--- config.mk ---
export PLATFORM = sky130hd
export DESIGN_NAME = seven_segment_scanner
export DESIGN_NICKNAME = d
export VERILOG_FILES = /design/src/rtl/seven_seg_pkg.sv /design/src/rtl/hex_to_seven_seg.sv /design/src/rtl/seven_segment_scanner.sv
export SDC_FILE = /design/constraint.sdc
export NUM_CORES = 1
export LEC_CHECK = 0
export BUFFER_PORTS_ARGS = -buffer_cell sky130_fd_sc_hd__buf_2
export CAP_MARGIN = 20
export CORE_ASPECT_RATIO = 0.6
export CORE_MARGIN = 1.5
export CORE_UTILIZATION = 50
export DETAILED_ROUTE_END_ITERATION = 6
export MAX_ROUTING_LAYER = met4
export PLACE_DENSITY = 0.69
export SYNTH_ARGS = -nofsm -noshare
export SYNTH_HDL_FRONTEND = slang
export SYNTH_SLANG_ARGS = --single-unit
--- constraint.sdc ---
create_clock -name clk -period 2.9 [get_ports clk]
set_input_delay 0.435 -clock clk [delete_from_list [all_inputs] [get_ports clk]]
set_output_delay 0.435 -clock clk [all_outputs]
set_load 0.01 [all_outputs]
--- src/rtl/seven_seg_pkg.sv ---
// Shared constants and the hex-to-segment decode used by the 7-segment scanner.
package seven_seg_pkg;

    // All segments off (active-low)
    localparam logic [6:0] SEG_BLANK = 7'h7F;

    // Largest supported digit bank; narrower banks slice the low bits
    localparam int MAX_DIGITS = 16;

    // All anodes off (active-low)
    localparam logic [MAX_DIGITS-1:0] ANODE_OFF = '1;

    // Active-low segment pattern for one hex nibble, bit order g..a
    function automatic logic [6:0] hex_to_seg(input logic [3:0] nib);
        logic [6:0] pat;
        case (nib)
            4'h0: pat = 7'h40;
            4'h1: pat = 7'h79;
            4'h2: pat = 7'h24;
            4'h3: pat = 7'h30;
            4'h4: pat = 7'h19;
            4'h5: pat = 7'h12;
            4'h6: pat = 7'h02;
            4'h7: pat = 7'h78;
            4'h8: pat = 7'h00;
            4'h9: pat = 7'h10;
            4'hA: pat = 7'h08;
            4'hB: pat = 7'h03;
            4'hC: pat = 7'h46;
            4'hD: pat = 7'h21;
            4'hE: pat = 7'h06;
            4'hF: pat = 7'h0E;
            default: pat = SEG_BLANK;
        endcase
        return pat;
    endfunction

endpackage

--- src/rtl/hex_to_seven_seg.sv ---
// Combinational nibble to active-low 7-segment decoder.
module hex_to_seven_seg
    import seven_seg_pkg::*;
(
    input  logic [3:0] nibble,
    output logic [6:0] seg
);

    // Pure table lookup, no state
    always_comb begin
        seg = hex_to_seg(nibble);
    end

endmodule

--- src/rtl/seven_segment_scanner.sv ---
// Time-multiplexed driver for an N-digit common-anode 7-segment bank.
// The input word is captured once per frame so a digit never tears.
// Optional build macro SEVEN_SEG_LEADING_ZERO_BLANK_EN: blank every digit
// above the most-significant nonzero nibble when the frame is captured.
module seven_segment_scanner
    import seven_seg_pkg::*;
#(
    parameter int NUM_DIGITS   = 8,
    parameter int REFRESH_DIV  = 100000,
    parameter int BLANK_CYCLES = 1
) (
    input  logic                    clk,
    input  logic                    rst_n,
    input  logic [4*NUM_DIGITS-1:0] value,
    input  logic [NUM_DIGITS-1:0]   digit_en,
    input  logic [NUM_DIGITS-1:0]   dp_in,
    output logic [6:0]              seg,
    output logic                    dp,
    output logic [NUM_DIGITS-1:0]   anode,
    output logic                    frame_start
);

    localparam int CNT_W = $clog2(REFRESH_DIV);
    localparam int IDX_W = (NUM_DIGITS > 1) ? $clog2(NUM_DIGITS) : 1;
    localparam logic [CNT_W-1:0]      CNT_LAST      = CNT_W'(REFRESH_DIV - 1);
    localparam logic [IDX_W-1:0]      IDX_LAST      = IDX_W'(NUM_DIGITS - 1);
    localparam logic [NUM_DIGITS-1:0] ANODE_ALL_OFF = ANODE_OFF[NUM_DIGITS-1:0];

    logic [CNT_W-1:0]        cnt;
    logic [IDX_W-1:0]        idx;
    logic [4*NUM_DIGITS-1:0] value_sh;
    logic [NUM_DIGITS-1:0]   en_sh;
    logic [NUM_DIGITS-1:0]   dp_sh;
    logic [NUM_DIGITS-1:0]   en_load;
    logic                    slot_end;
    logic                    frame_end;
    logic                    lit;
    logic [3:0]              nibble;
    logic [6:0]              seg_dec;

    assign slot_end  = (cnt == CNT_LAST);
    assign frame_end = slot_end && (idx == IDX_LAST);

`ifdef SEVEN_SEG_LEADING_ZERO_BLANK_EN
    logic lz_seen;

    // Walk down from the top digit, disabling digits until the first nonzero nibble; digit 0 is never suppressed
    always_comb begin
        en_load = digit_en;
        lz_seen = 1'b0;
        for (int i = NUM_DIGITS - 1; i > 0; i--) begin
            if (value[4*i +: 4] != 4'h0) begin
                lz_seen = 1'b1;
            end
            if (!lz_seen) begin
                en_load[i] = 1'b0;
            end
        end
    end
`else
    assign en_load = digit_en;
`endif

    // Slot counter and digit index: cnt runs one slot, idx steps once per slot
    always_ff @(posedge clk or negedge rst_n) begin
        if (!rst_n) begin
            cnt <= '0;
            idx <= '0;
        end else if (slot_end) begin
            cnt <= '0;
            idx <= (idx == IDX_LAST) ? '0 : idx + 1'b1;
        end else begin
            cnt <= cnt + 1'b1;
        end
    end

    // Frame shadow: capture the display word on the last cycle of the last slot
    always_ff @(posedge clk or negedge rst_n) begin
        if (!rst_n) begin
            value_sh <= '0;
            en_sh    <= '0;
            dp_sh    <= '0;
        end else if (frame_end) begin
            value_sh <= value;
            en_sh    <= en_load;
            dp_sh    <= dp_in;
        end
    end

    assign nibble = value_sh[4*idx +: 4];
    assign lit    = (int'(cnt) >= BLANK_CYCLES) && en_sh[idx];

    hex_to_seven_seg u_dec (
        .nibble (nibble),
        .seg    (seg_dec)
    );

    // Registered pin drivers: blank during the guard window or for disabled digits
    always_ff @(posedge clk or negedge rst_n) begin
        if (!rst_n) begin
            anode       <= ANODE_ALL_OFF;
            seg         <= SEG_BLANK;
            dp          <= 1'b1;
            frame_start <= 1'b0;
        end else begin
            frame_start <= frame_end;
            if (lit) begin
                anode <= ~(NUM_DIGITS'(1) << idx);
                seg   <= seg_dec;
                dp    <= ~dp_sh[idx];
            end else begin
                anode <= ANODE_ALL_OFF;
                seg   <= SEG_BLANK;
                dp    <= 1'b1;
            end
        end
    end

endmodule

==> metrics.cfg <==
[cts]
post-cts-setup-buffer-count = 0
cts_tree = built
post_cts_resized = 0
cts_hold_buf = 0
clock-sinks = 85
clk_path_buf_depth = 2
clk_pin_slew_ns = 0.06
cts_buffers = 9
insertion_delay_ns = 0.34
h-tree-depth = 3
root_buffer = clkbuf_16

[sta]
finalMaxSlewViolations = 0
timing.final.crit_share_pct = 80.93
worstMarginPinSlew_ns = 0.9413
tns_ns = 0
rsz0062_at_grt = false
setup_violations = 0
finalHoldViolCount = 0
min_period_ns = 2.347
relSlewSlack_pct = 37.24
finalClockSkew_ns = 0.008321
fmax_mhz = 426.1

[logic_synthesis]
netlist_area_mm2 = 0.004020
yosysUniqueCellTypes = 36
synth_area_leaders = dfrtp_1 43%, dfstp_2 10%, mux2_2 8.7%
syn_inst = 294
synth_warnings = 0
synth_top_area_share_pct = 42.95
syn-mean-instance-area_um2 = 13.67
synth_area_leader_cell = dfrtp_1
synth-seq-cells = 85
synth_fp_nets = 358
ys_seq_area_share_pct = 53.41

[drt]
vias = 2424
ant_nets = 0
viasPerCell = 5.061
drtIter0Drc = 146
wirelength_um = 7386
drc = 0
wire_per_inst_um = 15.42
dr.pass1.iters = 4

[cells_and_area]
drive_above_1_share_pct = 46.36
diodes = 0
stdcell_count = 479
nNetsFinal = 430
syn_to_final_growth_pct = 18.89
final_area_mm2 = 0.004780

[worst_setup_path]
r2r_end = value_sh[30]
required_ns = 3.12
reg2reg_depth = 7
critPathKind = reg -> reg
arrival_ns = 2.57
cp_max_fo = 40
reg2reg_slack_ns = 0.55
r2r-start = cnt[0]
worstSetupStartpointType = flip-flop
crit_path_end_kind = flip-flop

[place]
dpl.hpwl_um = 5319
placed_cell_area_mm2 = 0.004476
dp.cells = 463
portBuffers = 66
gp_congestion = 0.8549

[power_and_ir_drop]
p_int_mw = 2.043
p_sw_uw = 531.9
power_leakage_nw = 2.196
powerDensity_mw_per_mm2 = 538.8
p_clk_share_pct = 44.6
combPwrFrac_pct = 6.6
seqPwrFrac_pct = 48.8
switching_share_pct = 20.66
irDropWorstVdd_v = 0.0003522

[floorplan]
dieArea_mm2 = 0.008605
core_area_mm2 = 0.007820
io_pins = 67
die_h_um = 72.46
num_rows = 25
dieWidth_um = 118.8
start_util_pct = 51.41

[job]
maxCapViolCount = 0

[grt]
grt_pass1_vias = 2489
grt_overflow_total = 0
antenna_found_initial = 0
grt_usage_pct = 19.72
grt_max_degree = 76
grt_pass1_wl_um = 12330

[outcome]
status = completed

[hold_path]
hold_class = in -> async

## layer usage
metal | vias up | track usage, % | wire (µm)
li1 | 1175 | - | -
met1 | 1180 | 28.69 | 3845
met2 | 63 | 27.00 | 3101
met3 | 6 | 5.346 | 392
met4 | 0 | 6.024 | 46
met5 | - | - | 0
## layout by cell type, fill, tap and decap left out, types with 3 or more instances in the layout
cell type,instances
clkbuf_16,9
xor2_1,6
nand2_1,28
xnor2_1,9
mux2i_1,5
buf_4,8
nand3_1,11
nand4_1,3
mux2_4,20
and2_1,3
buf_2,65
mux4_2,12
a21oi_1,3
nor4_1,5
dfstp_2,16
dfrtp_1,69
nor2_1,15
o221ai_1,4
inv_1,9
ha_1,14
nor3_1,3
mux2_2,31
## critical path: stages (launching register included)
cell and delay (ns):
dfrtp_1 0.43, ha_1 0.25, and4_1 0.25, nand2_1 0.10, nor4_4 0.32, nand2_2 0.26
buf_12 0.27, mux2_4 0.32
## registers in the layout, indices dropped and copies added (netlist names)
register / count
idx: 3
frame_start: 1
seg: 7
anode: 8
cnt: 17
dp: 1
dp_sh: 8
en_sh: 8
value_sh: 32
## worst max-delay path by stage
| stage | from | endpoint | slack [ns] | depth (start not counted) |
|---|---|---|---|---|
| final | cnt[0] | value_sh[30] | 0.55 | 7 |
| after detailed placement | cnt[0] | value_sh[22] | 0.58 | 7 |
| after floorplan | idx[0] | seg[3] | 0.57 | 10 |
| after global placement | cnt[0] | value_sh[28] | 0.66 | 7 |
| after global routing | cnt[0] | value_sh[30] | 0.40 | 7 |
| after CTS | cnt[0] | value_sh[22] | 0.57 | 7 |
## power by group through the flow
| stage | Combinational (mW) | Clock, mW | Sequential [mW] |
|---|---|---|---|
| global placement | 0.168 | 0 | 1.28 |
| floorplan | 0.0853 | 0 | 1.28 |
| CTS | 0.173 | 1.18 | 1.26 |
| detailed placement | 0.172 | 0 | 1.28 |
| global route | 0.189 | 1.22 | 1.26 |
| finish | 0.170 | 1.15 | 1.26 |
## synth_stat cells
library cell	n
or2_2	2
ha_1	14
mux2i_1	5
nor3_1	3
buf_4	1
nand2_1	28
dfrtp_1	69
nor4_1	5
and2_1	3
nor2_1	15
a21oi_1	3
nand2b_1	2
buf_2	7
o221ai_1	4
clkbuf_1	1
nor4_4	1
and4_1	1
mux2_2	31
nand2_2	1
mux4_2	12
and3_1	1
mux2_4	20
o21ai_1	1
dfstp_2	16
nand3_1	11
o22ai_1	1
clkbuf_2	1
xor2_1	6
o21ai_0	2
o211ai_1	1
inv_1	9
buf_6	3
a2bb2oi_1	1
nand4_1	3
xnor2_1	9
mux2i_4	1
## cell type report
cell class	instances	area, µm²
Clock inverter	3	43.79
Clock buffer	13	260.3
Sequential cell	85	2147
Inverter	9	33.78
Multi-Input combinational cell	187	1754
Fill cell	637	3040
Tap cell	108	135.1
Timing Repair Buffer	74	405.4
## metrics by stage
| stage | worst slack [ns] | power, mW | hold slack [ns] | util (%) |
|---|---|---|---|---|
| 2_1_floorplan | 0.5730 | 1.361 | 0.1394 | - |
| 3_3_place_gp | 0.6550 | 1.444 | 0.4805 | 57.23 |
| 3_5_place_dp | 0.5807 | 1.449 | 0.4818 | 57.23 |
| 4_1_cts | 0.5688 | 2.607 | 0.2770 | 61.12 |
| 5_1_grt | 0.3978 | 2.674 | 0.3139 | 61.12 |
| 6_report | 0.5531 | 2.575 | 0.2272 | 61.12 |
## cell families after synthesis
family          share of synthesized area (%)
compound gates                          2.179
buf+inv                                 2.956
flops                                   53.41
fa+ha+maj                               4.357
xor+xnor                                3.268
mux                                     24.68
simple gates                            9.150
Power figures use the tool's default switching activity.
